<file path="src/rtl/riscv_dmem_bridge.sv">
// Data-memory bridge between the core MEM stage and a req/gnt + rvalid bus.
// One load/store in, one bus transaction out; the core is stalled until it completes.
module riscv_dmem_bridge #(
    parameter int XLEN           = 32,
    parameter int ADDR_WIDTH     = 32,
    parameter int TIMEOUT_CYCLES = 255
) (
    input  logic                  clk,
    input  logic                  reset,
    input  logic                  req_valid,
    input  logic                  req_write,
    input  logic [ADDR_WIDTH-1:0] req_addr,
    input  logic [XLEN-1:0]       req_wdata,
    input  logic [2:0]            req_funct3,
    output logic                  stall,
    output logic                  rsp_valid,
    output logic [XLEN-1:0]       rsp_rdata,
    output logic                  rsp_misalign,
    output logic                  rsp_fault,
    output logic                  bus_req,
    output logic                  bus_we,
    output logic [ADDR_WIDTH-1:0] bus_addr,
    output logic [3:0]            bus_be,
    output logic [XLEN-1:0]       bus_wdata,
    input  logic                  bus_gnt,
    input  logic                  bus_rvalid,
    input  logic [XLEN-1:0]       bus_rdata,
    input  logic                  bus_err
);

    // state  | meaning
    // IDLE   | waiting for req_valid; decode and capture the access
    // REQ    | bus_req high, fields held until bus_gnt
    // RSP    | waiting for bus_rvalid (data or store ack)
    // DONE   | one-cycle rsp_valid with result/flags, stall low
    typedef enum logic [1:0] {
        S_IDLE = 2'd0,
        S_REQ  = 2'd1,
        S_RSP  = 2'd2,
        S_DONE = 2'd3
    } state_t;

    localparam logic [15:0] TO_LAST = 16'(TIMEOUT_CYCLES - 1);

    state_t state_q, state_d;

    logic                  capture, take_rsp, take_timeout, timeout_hit;
    logic [15:0]           cnt_q;
    logic [ADDR_WIDTH-1:0] addr_q;
    logic [2:0]            funct3_q;
    logic                  write_q;
    logic [3:0]            be_q;
    logic [XLEN-1:0]       wdata_q;
    logic [XLEN-1:0]       rdata_q;
    logic                  misal_q, fault_q;

    logic                  dec_legal, dec_misalign;
    logic [3:0]            dec_be;
    logic [XLEN-1:0]       dec_wdata;
    logic [XLEN-1:0]       rd_shift, load_ext;

    // Request decode; unsigned load codes are illegal for stores.
    always_comb begin
        dec_legal    = 1'b0;
        dec_misalign = 1'b0;
        dec_be       = 4'b0000;
        dec_wdata    = req_wdata;
        case (req_funct3)
            3'b000, 3'b100: begin
                dec_legal = (req_funct3 == 3'b000) || !req_write;
                dec_be    = 4'b0001 << req_addr[1:0];
                dec_wdata = {4{req_wdata[7:0]}};
            end
            3'b001, 3'b101: begin
                dec_legal    = (req_funct3 == 3'b001) || !req_write;
                dec_misalign = req_addr[0];
                dec_be       = 4'b0011 << req_addr[1:0];
                dec_wdata    = {2{req_wdata[15:0]}};
            end
            3'b010: begin
                dec_legal    = 1'b1;
                dec_misalign = |req_addr[1:0];
                dec_be       = 4'b1111;
            end
            default: ;
        endcase
        dec_misalign = dec_misalign & dec_legal;
    end

    assign rd_shift = bus_rdata >> {addr_q[1:0], 3'b000};

    always_comb begin
        load_ext = bus_rdata;
        case (funct3_q)
            3'b000:  load_ext = {{24{rd_shift[7]}}, rd_shift[7:0]};
            3'b001:  load_ext = {{16{rd_shift[15]}}, rd_shift[15:0]};
            3'b100:  load_ext = {24'd0, rd_shift[7:0]};
            3'b101:  load_ext = {16'd0, rd_shift[15:0]};
            default: load_ext = bus_rdata;
        endcase
    end

    assign timeout_hit = (cnt_q == TO_LAST);

    always_ff @(posedge clk or negedge reset) begin
        if (!reset) state_q <= S_IDLE;
        else        state_q <= state_d;
    end

    always_comb begin
        state_d      = state_q;
        capture      = 1'b0;
        take_rsp     = 1'b0;
        take_timeout = 1'b0;
        stall        = 1'b0;
        case (state_q)
            S_IDLE: begin
                stall = req_valid;
                if (req_valid) begin
                    capture = 1'b1;
                    state_d = (dec_legal && !dec_misalign) ? S_REQ : S_DONE;
                end
            end
            S_REQ: begin
                stall = 1'b1;
                if (timeout_hit) begin
                    take_timeout = 1'b1;
                    state_d      = S_DONE;
                end else if (bus_gnt) begin
                    state_d = S_RSP;
                end
            end
            S_RSP: begin
                stall = 1'b1;
                // A response arriving on the last allowed cycle still wins.
                if (bus_rvalid) begin
                    take_rsp = 1'b1;
                    state_d  = S_DONE;
                end else if (timeout_hit) begin
                    take_timeout = 1'b1;
                    state_d      = S_DONE;
                end
            end
            S_DONE:  state_d = S_IDLE;
            default: state_d = S_IDLE;
        endcase
    end

    always_ff @(posedge clk or negedge reset) begin
        if (!reset) begin
            cnt_q <= 16'd0;
        end else if (state_q == S_IDLE) begin
            cnt_q <= 16'd0;
        end else if (state_q == S_REQ || state_q == S_RSP) begin
            cnt_q <= cnt_q + 16'd1;
        end
    end

    always_ff @(posedge clk or negedge reset) begin
        if (!reset) begin
            addr_q   <= '0;
            funct3_q <= 3'd0;
            write_q  <= 1'b0;
            be_q     <= 4'd0;
            wdata_q  <= '0;
            rdata_q  <= '0;
            misal_q  <= 1'b0;
            fault_q  <= 1'b0;
        end else if (capture) begin
            addr_q   <= req_addr;
            funct3_q <= req_funct3;
            write_q  <= req_write;
            be_q     <= dec_be;
            wdata_q  <= dec_wdata;
            rdata_q  <= '0;
            misal_q  <= dec_misalign;
            fault_q  <= !dec_legal;
        end else if (take_rsp) begin
            fault_q <= bus_err;
            rdata_q <= (bus_err || write_q) ? '0 : load_ext;
        end else if (take_timeout) begin
            fault_q <= 1'b1;
            rdata_q <= '0;
        end
    end

    assign bus_req      = (state_q == S_REQ);
    assign bus_we       = write_q;
    assign bus_addr     = {addr_q[ADDR_WIDTH-1:2], 2'b00};
    assign bus_be       = be_q;
    assign bus_wdata    = wdata_q;
    assign rsp_valid    = (state_q == S_DONE);
    assign rsp_rdata    = rsp_valid ? rdata_q : '0;
    assign rsp_misalign = rsp_valid & misal_q;
    assign rsp_fault    = rsp_valid & fault_q;

endmodule
</file>
<file path="config.mk">
export PLATFORM = sky130hd
export DESIGN_NAME = riscv_dmem_bridge
export DESIGN_NICKNAME = d
export VERILOG_FILES = /design/src/rtl/riscv_dmem_bridge.sv
export SDC_FILE = /design/constraint.sdc
export NUM_CORES = 1
export LEC_CHECK = 0
export CORE_UTILIZATION = 48
export CTS_BUF_LIST = sky130_fd_sc_hd__clkbuf_4 sky130_fd_sc_hd__clkbuf_8
export DETAILED_ROUTE_END_ITERATION = 6
export GPL_ROUTABILITY_DRIVEN = 0
export HOLD_SLACK_MARGIN = 0.05
export PLACE_DENSITY = 0.83
export SYNTH_ARGS = -nofsm -noshare
export SYNTH_HDL_FRONTEND = slang
export SYNTH_SLANG_ARGS = --single-unit
</file>
<file path="constraint.sdc">
create_clock -name clk -period 2.6 [get_ports clk]
set_input_delay 0.26 -clock clk [delete_from_list [all_inputs] [get_ports clk]]
set_output_delay 0.26 -clock clk [all_outputs]
set_load 0.1 [all_outputs]
</file>
[Yosys cells after proc, flatten, opt, wreduce, memory -nomap -nowiden]
Index checks and enable logic that the tools add are counted.
Word-level totals
  word-level logic and storage cells: 79
  output and inout port bits: 106
  memory bits (writable): 0
  bits in latches: 0
  memories kept: 0
  flip-flop bits (word level): 124
  bits in read-only memories: 0
Operators by class
  shift-type cells: 3
  divide/modulo/power cells: 0
  magnitude comparators: 0
  bitwise gates (word level): 3
  add/sub/neg operators: 1
  mux-type cells: 30
  reduce and logical (&&, ||, !) cells: 18
  equal/unequal tests: 14
  multipliers: 0
Operators by type and width (count)
  32-bit 2-to-1 mux: 5
  32-bit one-hot mux with 4 select lines: 1
  32-bit one-hot mux with 2 select lines: 1
  16-bit 2-to-1 mux: 2
  32-bit by 5-bit right shift with 16-bit output: 1
  16-bit by 1-bit adder with 16-bit output (second input constant): 1
  16-bit by 8-bit equality test with 1-bit output (second input constant): 1
  3-bit equality test (second input constant): 4
  2-bit 2-to-1 mux: 6
  4-bit one-hot mux with 3 select lines: 1
  1-bit 2-to-1 mux: 9
  2-bit one-hot mux with 4 select lines: 1
  2-bit OR reduction: 4
  3-bit by 1-bit equality test with 1-bit output (second input constant): 2
  3-bit zero test: 2
  1-bit one-hot mux with 2 select lines: 3
  2-bit equality test (second input constant): 2
  1-bit logical OR: 4
  1-bit by 2-bit << shifter with 4-bit output (first input constant): 1
  2-bit by 2-bit << shifter with 4-bit output (first input constant): 1
  1-bit bitwise AND: 3
  3-bit by 2-bit equality test with 1-bit output (second input constant): 1
  1-bit zero test: 3
  3-bit by 1-bit inequality test with 1-bit output (second input constant): 1
  other kinds (9): 9

[Depth between registers and ports, before layout]
Gate-level depths: netlist of run 1.
  depth in word-level cells: 9
  mapped depth: 8
  depth with buffers taken out: 6

[Least setup slack after synthesis of run 1]
Ideal clock, no wire load.
  path type: register -> output
  from: register state_q[0]
  to: output stall
  arrival time: 2559 ps
  setup slack: -219 ps
  data required time: 2340 ps
  cell stages (with the launch flop): 8
  path through: dfrtp_1 inv_1 ha_1 and2_1 clkbuf_1 clkbuf_1 nor2_1 nor2_1
Between the ends
  longest elaborated chain between the ends: 3
  elaborated cells between the ends (all ways): 5
Ends and longest elaborated chain
  start, declared: line 45  | state_t state_q, state_d;
  start signal, assigned: line 107  | else state_q <= state_d;
  2-bit by 1-bit equality test with 1-bit output or 2-bit equality test (tied branches): line 116  | case (state_q)
  2-bit OR reduction (no line)
  1-bit one-hot mux with 2 select lines *: line 116
  end, declared: line 15  | output logic stall,
Every way passes the cells marked *; elsewhere a longest branch is shown, timed or not.

[Final worst setup path of run 1]
Same ends and word-level chain as after synthesis.

==> report_table.html, run 1 <==
<table>
<tr><th>Metric</th><th>Value</th></tr>
<tr><th colspan="2">GRT</th></tr>
<tr><td>Maximum number of pins on one net before global-route repair</td><td>87</td></tr>
<tr><td>Vias in the first global route</td><td>~5,800</td></tr>
<tr><td>All-layer global routing usage</td><td>26.73%</td></tr>
<tr><td>Global route total overflow</td><td>0</td></tr>
<tr><td>First-pass GRT wire length</td><td>29,040 µm</td></tr>
<tr><td>Number of antenna violations at the first check in global routing</td><td>0</td></tr>
<tr><th colspan="2">Die</th></tr>
<tr><td>Initial Util</td><td>around 50%</td></tr>
<tr><td>Horizontal die dimension</td><td>118.3 µm</td></tr>
<tr><td>Ports</td><td>between 200 and 250</td></tr>
<tr><td>DIE AREA</td><td>14,000 µm²</td></tr>
<tr><td>Chip Height</td><td>between 100 and 150 µm</td></tr>
<tr><td>Core Region</td><td>13,240 µm²</td></tr>
<tr><td>Row count</td><td>42</td></tr>
<tr><th colspan="2">Setup path</th></tr>
<tr><td>Critical path class</td><td>flip-flop to output port</td></tr>
<tr><td>Arrival time at the worst endpoint</td><td>about 2.1 ns</td></tr>
<tr><td>Startpoint types</td><td>flip-flop</td></tr>
<tr><td>Data required, critical path</td><td>2.34 ns</td></tr>
<tr><td>Reg2Reg Depth</td><td>5</td></tr>
<tr><td>Largest fanout of any net on the critical path</td><td>12</td></tr>
<tr><td>Reg2Reg Setup Slack</td><td>0.45 ns</td></tr>
<tr><td>Endpoint type of the worst setup path</td><td>output port</td></tr>
<tr><th colspan="2">Clock tree</th></tr>
<tr><td>Clock input transition at the sequential cells of the worst setup and hold paths</td><td>about 0.08 ns</td></tr>
<tr><td>Cts bufs inserted</td><td>17</td></tr>
<tr><td>CTS tree</td><td>done</td></tr>
<tr><td>Clock latency on the worst-skew pair</td><td>about 0.42 ns</td></tr>
<tr><td>PostCTS Resize Cnt</td><td>0</td></tr>
<tr><td>Count of H-tree levels built during CTS</td><td>4</td></tr>
<tr><td>Worst-case clock buffer depth</td><td>2</td></tr>
<tr><td>Num Clock Sinks</td><td>approximately 120</td></tr>
<tr><td>Root Buffer</td><td>clkbuf_8</td></tr>
<tr><th colspan="2">Yosys</th></tr>
<tr><td>Yosys warning total</td><td>0</td></tr>
<tr><td>Sequential share of the synthesized area</td><td>approximately 48%</td></tr>
<tr><td>Post-synthesis async set-or-reset flop share</td><td>100.0%</td></tr>
<tr><td>Proportion of netlist area held by the largest area contributor</td><td>47.77%</td></tr>
<tr><td>Synthesis-stage register bit count</td><td>124</td></tr>
<tr><td>Syn Inst Count</td><td>between 700 and 800</td></tr>
<tr><td>Post-Syn Area per Cell</td><td>between 8 and 9 µm²</td></tr>
<tr><td>Number of synthesized flops with an enable pin</td><td>0</td></tr>
<tr><td>Largest cells by area after synthesis</td><td>dfrtp_1, nand2_1, mux2i_1, o21ai_0, buf_4</td></tr>
<tr><td>Top FF cell, synth</td><td>dfrtp_1</td></tr>
<tr><td>Summed instance area of the synthesized netlist</td><td>6496 µm²</td></tr>
<tr><td>Cell taking the most area after synthesis</td><td>dfrtp_1</td></tr>
<tr><td>Number of distinct standard cells referenced by the synthesized netlist</td><td>53</td></tr>
<tr><th colspan="2">Timing</th></tr>
<tr><td>Slew at the pin closest to its max-slew limit</td><td>between 0.7 and 0.8 ns</td></tr>
<tr><td>Final clock skew</td><td>~0.014 ns</td></tr>
<tr><td>Final period util</td><td>between 80 and 90%</td></tr>
<tr><td>Max-slew violation total from the final report</td><td>0</td></tr>
<tr><td>Shortest period the worst path allows</td><td>around 2.3 ns</td></tr>
<tr><td>Unrepaired setup endpoints after global routing</td><td>false</td></tr>
<tr><td>Top achievable clock speed</td><td>0.4311 GHz</td></tr>
<tr><td>Final setup vio count</td><td>0</td></tr>
<tr><td>Number of hold violations in the final report</td><td>0</td></tr>
<tr><td>Setup TNS after final layout</td><td>0 ns</td></tr>
<tr><td>Headroom to the max-slew limit</td><td>between 50% and 60%</td></tr>
<tr><th colspan="2">Place</th></tr>
<tr><td>Post-Place Cells</td><td>1,057</td></tr>
<tr><td>DP HPWL</td><td>between 10,000 and 15,000 µm</td></tr>
<tr><td>IO buf count</td><td>209</td></tr>
<tr><th colspan="2">Layout</th></tr>
<tr><td>Number of antenna cells inserted</td><td>0</td></tr>
<tr><td>Filler Cell Count</td><td>1,021</td></tr>
<tr><td>Commonest non-fill, non-tap cells in the layout</td><td>nand2_1, dfrtp_1, clkdlybuf4s50_1, buf_4, o21ai_0</td></tr>
<tr><td>Fraction of layout cells with a size suffix above 1</td><td>18.38%</td></tr>
<tr><td>Final instance count without filler cells</td><td>about 1,100</td></tr>
<tr><td>Area delta synth-&gt;final</td><td>42.45%</td></tr>
<tr><td>Most common cell after layout, fill and taps aside</td><td>nand2_1</td></tr>
<tr><td>Number of nets in the final layout</td><td>~1,000</td></tr>
<tr><td>Post-Route Utilization</td><td>between 60% and 70%</td></tr>
<tr><th colspan="2">Routing</th></tr>
<tr><td>Total wirelength of the detailed-routed design</td><td>around 18,000 µm</td></tr>
<tr><td>Vias</td><td>5,707</td></tr>
<tr><td>Remaining design rule violation count</td><td>0</td></tr>
<tr><td>Pre-antenna DRT Iters</td><td>4</td></tr>
<tr><td>ANT nets after route</td><td>0</td></tr>
<tr><td>Number of DRC markers after the initial detailed-route iteration</td><td>roughly 330</td></tr>
<tr><td>Detail-routed net length per standard cell</td><td>between 15 and 20 µm</td></tr>
<tr><td>Routed vias/inst</td><td>between 5 and 6</td></tr>
<tr><th colspan="2">Status</th></tr>
<tr><td>Status</td><td>finished, final reports clean</td></tr>
<tr><th colspan="2">Min path</th></tr>
<tr><td>Cell depth of the worst min-delay path</td><td>3</td></tr>
<tr><td>Min-delay worst type</td><td>input port to flip-flop</td></tr>
<tr><th colspan="2">Run</th></tr>
<tr><td>Number of violations of the max-capacitance limit</td><td>0</td></tr>
</table>
==> synth_stat cells, drive strengths merged, types with 2 or more instances <==
cell type / count
o31ai: 2
nor2: 26
o21bai: 2
ha: 7
a221oi: 2
o221ai: 23
xnor2: 7
mux2i: 36
nor3: 6
nand2b: 4
a2bb2oi: 14
a21oi: 20
and2: 36
nand4: 2
or2: 2
o21ai: 55
dfrtp: 124
nor2b: 6
or3: 5
a221o: 7
and4: 2
o21a: 3
nand3b: 4
a31oi: 2
nand2: 197
nor4: 3
nand3: 5
mux2: 2
buf: 43
inv: 34
clkbuf: 31
nor4bb: 2
nor4b: 2
==> per-stage QoR <==
stage	setup WS (ns)	instance area (µm²)	hold slack (ns)
after floorplan	0.03049	6502	-0.03559
after global placement	0.5512	8727	0.3141
after detailed placement	0.4551	8727	0.3204
after CTS	0.2634	9254	0.3248
after global routing	0.1024	9254	0.3198
final	0.2802	9254	0.3540
==> what timing repair did <==
action / CTS / global route
hold endpoints to repair: 43 / 0
hold buffers: 1 / 0
setup buffers: 0 / 0
==> flip-flops by register name (all words and copies together), names as in the netlist <==
name	cells
addr_q	32
bus_wdata	32
fault_q	1
misal_q	1
funct3_q	3
bus_be	4
bus_we	1
cnt_q	16
rdata_q	32
state_q	2
==> critical path, cell delays in order, from the launching register on <==
cell     delay (ns)
dfrtp_1        0.43
inv_1          0.10
ha_1           0.39
and2_2         0.30
nor2_1         0.07
nor2_2         0.15
buf_12         0.19
==> layer usage <==
metal / vias up / GRT usage [%] / routed length [µm]
li1: 2762 / - / -
met1: 2705 / 31.16 / 7386
met3: 25 / 8.060 / 1338
met2: 215 / 46.25 / 9002
met5: - / 0 / 0
met4: 0 / 9.856 / 368
==> final timing paths <==
path / startpoint / end
setup / recovery: state_q[0]$_DFFE_PN0P_ / stall
max in group asynchronous: reset / addr_q[8]$_DFFE_PN0P_
hold / removal: req_addr[25] / addr_q[25]$_DFFE_PN0P_
min in group asynchronous: reset / rdata_q[23]$_DFFE_PN0P_
hold reg to reg: addr_q[11]$_DFFE_PN0P_ / addr_q[11]$_DFFE_PN0P_
setup reg to reg: state_q[0]$_DFFE_PN0P_ / cnt_q[15]$_DFFE_PN0P_
==> cell families (layout without fill, tap and decap cells) <==
logic type               count (synthesis)  in the layout  share of synthesized area, %
AND/OR/NAND/NOR                        306            306                         21.48
AO/OA/AOI/OAI                          136            136                         13.96
flip-flops                             124            124                         47.77
buffers and inverters                  108            293                         8.417
multiplexers                            38             38                         5.894
XOR/XNOR                                 8              8                         1.079
adder cells (fa/ha/maj)                  7              7                         1.348
other                                    1              2                       0.05773
==> final cells by class <==
type,count,area [µm²],share of cell area [%]
Clock inverter,13,261.5,2.826
Timing Repair Buffer,227,2430,26.26
Multi-Input combinational cell,497,2856,30.87
Tap cell,176,220.2,2.380
Inverter,34,127.6,1.379
Clock buffer,19,255.2,2.758
Sequential cell,124,3103,33.53
Power of run 1 is not shown: default switching activity piles up to over one toggle a cycle in this logic, so the estimate is an artifact.
==> inputs of run 2 (changes only) <==
CORE_UTILIZATION = 66   (was 48)
CTS_CLUSTER_DIAMETER = 60   (was default)
DONT_BUFFER_PORTS = 1   (was default)
PLACE_DENSITY = 0.82   (was 0.83)
==> run 2 against run 1 <==
- flip-flop and latch count unchanged
- setup slack got worse by 0.065 ns
- sequential share of layout area increased by 5.9 points
- critical path depth unchanged
- count of clock-buffer cells in the layout decreased by 2
- non-clock buffer count shrank 94
- the run now ends with negative hold slack left
- wire length grew 8.4%
- hold slack worse by 0.85 ns
- global-route usage is 13 points higher
==> report_table.html, run 2 (same netlist as run 1, synthesis figures left out) <==
<table>
<tr><th>Metric</th><th>Value</th></tr>
<tr><th colspan="2">Status</th></tr>
<tr><td>Status</td><td>finished with violations</td></tr>
<tr><td>Violated checks</td><td>negative hold slack</td></tr>
<tr><th colspan="2">Timing</th></tr>
<tr><td>Final clock skew</td><td>0.01235 ns</td></tr>
<tr><td>Top achievable clock speed</td><td>approximately 0.42 GHz</td></tr>
<tr><td>Max-slew violation total from the final report</td><td>0</td></tr>
<tr><td>Shortest period the worst path allows</td><td>2.384 ns</td></tr>
<tr><td>Post-route worst hold slack</td><td>-0.4940 ns</td></tr>
<tr><td>Number of hold violations in the final report</td><td>around 120</td></tr>
<tr><td>Unrepaired setup endpoints after global routing</td><td>false</td></tr>
<tr><td>Setup TNS after final layout</td><td>0 ns</td></tr>
<tr><td>Slew at the pin closest to its max-slew limit</td><td>slightly below 1 ns</td></tr>
<tr><td>Setup ws final</td><td>about 0.22 ns</td></tr>
<tr><td>Final setup vio count</td><td>0</td></tr>
<tr><td>Headroom to the max-slew limit</td><td>34.01%</td></tr>
<tr><td>Final period util</td><td>between 90% and 100%</td></tr>
<tr><th colspan="2">Min path</th></tr>
<tr><td>Min-delay worst type</td><td>input port to asynchronous set/reset pin</td></tr>
<tr><th colspan="2">Place</th></tr>
<tr><td>Post-Place Cells</td><td>830</td></tr>
<tr><td>IO buf count</td><td>0</td></tr>
<tr><td>Worst slack, placed</td><td>0.3650 ns</td></tr>
<tr><td>DP HPWL</td><td>11,080 µm</td></tr>
<tr><th colspan="2">Routing</th></tr>
<tr><td>Vias</td><td>5,870</td></tr>
<tr><td>Remaining design rule violation count</td><td>0</td></tr>
<tr><td>Pre-antenna DRT Iters</td><td>6</td></tr>
<tr><td>Number of DRC markers after the initial detailed-route iteration</td><td>378</td></tr>
<tr><td>ANT nets after route</td><td>0</td></tr>
<tr><td>Detail-routed net length per standard cell</td><td>a little over 20 µm</td></tr>
<tr><td>Routed vias/inst</td><td>6.179</td></tr>
<tr><td>Total wirelength of the detailed-routed design</td><td>19,620 µm</td></tr>
<tr><th colspan="2">Die</th></tr>
<tr><td>Horizontal die dimension</td><td>101.2 µm</td></tr>
<tr><td>Ports</td><td>about 210</td></tr>
<tr><td>Core Region</td><td>9371 µm²</td></tr>
<tr><td>DIE AREA</td><td>a little over 10,000 µm²</td></tr>
<tr><td>Chip Height</td><td>about 100 µm</td></tr>
<tr><td>Row count</td><td>35</td></tr>
<tr><td>Initial Util</td><td>approximately 70%</td></tr>
<tr><th colspan="2">Setup path</th></tr>
<tr><td>Largest fanout of any net on the critical path</td><td>24</td></tr>
<tr><td>Arrival time at the worst endpoint</td><td>~2.7 ns</td></tr>
<tr><td>Critical path class</td><td>flip-flop to flip-flop</td></tr>
<tr><td>Endpoint type of the worst setup path</td><td>flip-flop</td></tr>
<tr><td>Startpoint types</td><td>flip-flop</td></tr>
<tr><td>Data required, critical path</td><td>around 2.9 ns</td></tr>
<tr><th colspan="2">Clock tree</th></tr>
<tr><td>PostCTS Resize Cnt</td><td>0</td></tr>
<tr><td>Cts-stage hold buffer count</td><td>between 80 and 90</td></tr>
<tr><td>Clock input transition at the sequential cells of the worst setup and hold paths</td><td>around 0.08 ns</td></tr>
<tr><td>Number of setup buffers added after CTS</td><td>0</td></tr>
<tr><td>Root Buffer</td><td>clkbuf_8</td></tr>
<tr><td>CTS tree</td><td>done</td></tr>
<tr><td>Count of H-tree levels built during CTS</td><td>4</td></tr>
<tr><td>Cts bufs inserted</td><td>17</td></tr>
<tr><td>Clock latency on the worst-skew pair</td><td>approximately 0.44 ns</td></tr>
<tr><td>Num Clock Sinks</td><td>approximately 120</td></tr>
<tr><td>Worst-case clock buffer depth</td><td>2</td></tr>
<tr><th colspan="2">GRT</th></tr>
<tr><td>Global route total overflow</td><td>0</td></tr>
<tr><td>First-pass GRT wire length</td><td>slightly above 30,000 µm</td></tr>
<tr><td>Number of antenna violations at the first check in global routing</td><td>0</td></tr>
<tr><td>All-layer global routing usage</td><td>about 40%</td></tr>
<tr><td>Vias in the first global route</td><td>~6,000</td></tr>
<tr><td>Maximum number of pins on one net before global-route repair</td><td>around 130</td></tr>
<tr><th colspan="2">Layout</th></tr>
<tr><td>Final instance count without filler cells</td><td>between 900 and 1,000</td></tr>
<tr><td>Area delta synth-&gt;final</td><td>21.11%</td></tr>
<tr><td>Number of nets in the final layout</td><td>just over 900</td></tr>
<tr><td>Commonest non-fill, non-tap cells in the layout</td><td>nand2_1, dfrtp_1, dlygate4sd3_1, o21ai_0, buf_4</td></tr>
<tr><td>Fraction of layout cells with a size suffix above 1</td><td>a little under an eighth</td></tr>
<tr><td>Most common cell after layout, fill and taps aside</td><td>nand2_1</td></tr>
<tr><th colspan="2">Run</th></tr>
<tr><td>Number of violations of the max-capacitance limit</td><td>0</td></tr>
</table>
-- run 2: changes by cell type in the layout (fill, tap and decap cells not counted), moves of 3 or more --
cell             before  now
inv_6                 2    5
clkinv_2              0    3
buf_4                85   44
bufinv_16             7    1
buf_12               37    2
dlygate4sd3_1         1   87
clkdlybuf4s50_1     104    0
-- run 2: cell type report --
| cell class | instances | area (µm²) |
|---|---|---|
| Antenna cell | 1 | 2.502 |
| Timing Repair Buffer | 133 | 1241 |
| Fill cell | 507 | 1504 |
| Tap cell | 129 | 161.4 |
| Clock inverter | 15 | 138.9 |
| Inverter | 34 | 127.6 |
| Multi-Input combinational cell | 497 | 2859 |
| Sequential cell | 124 | 3103 |
| Clock buffer | 17 | 234.0 |
-- run 2: routing by layer --
layer / global-route usage [%] / vias up / part of all wire (%)
met5: 0 / - / 0
met4: 25.64 / 0 / 6.1
met3: 15.25 / 121 / 10
met2: 65.52 / 391 / 49
met1: 43.58 / 2777 / 35
li1: - / 2581 / -
-- run 2: path summary, 6_finish.rpt --
kind                                    startpoint                        end  slack [ns]  cells after the start
min in group clk                     req_wdata[25]  bus_wdata[25]$_DFFE_PN0P_        0.06                      2
max in group asynchronous                    reset     addr_q[22]$_DFFE_PN0P_        2.90                      0
setup reg to reg            state_q[0]$_DFFE_PN0P_    rdata_q[29]$_DFFE_PN0P_        0.22                      6
hold reg to reg            rdata_q[15]$_DFFE_PN0P_    rdata_q[15]$_DFFE_PN0P_        0.50                      1
setup / recovery            state_q[0]$_DFFE_PN0P_    rdata_q[29]$_DFFE_PN0P_        0.22                      6
hold / removal                               reset    rdata_q[26]$_DFFE_PN0P_       -0.49                      0
-- run 2: critical path, cell delays in order (launching register included) --
cell      delay (ns)
dfrtp_1         0.43
inv_1           0.11
ha_1            0.24
nor2b_1         0.19
o21ai_0         0.15
o21ai_2         0.81
o221ai_1        0.27
-- run 2: per-stage QoR --
stage / hold WS (ns) / area (µm²) / util, %
6_report: -0.4940 / 7868 / 83.95
5_1_grt: -0.5216 / 7865 / 83.93
4_1_cts: -0.5063 / 7865 / 83.93
3_5_place_dp: -0.03262 / 6621 / 70.65
3_3_place_gp: -0.03209 / 6621 / 70.65
2_1_floorplan: -0.03559 / 6502 / -
Power of run 2 is left out for the same reason.
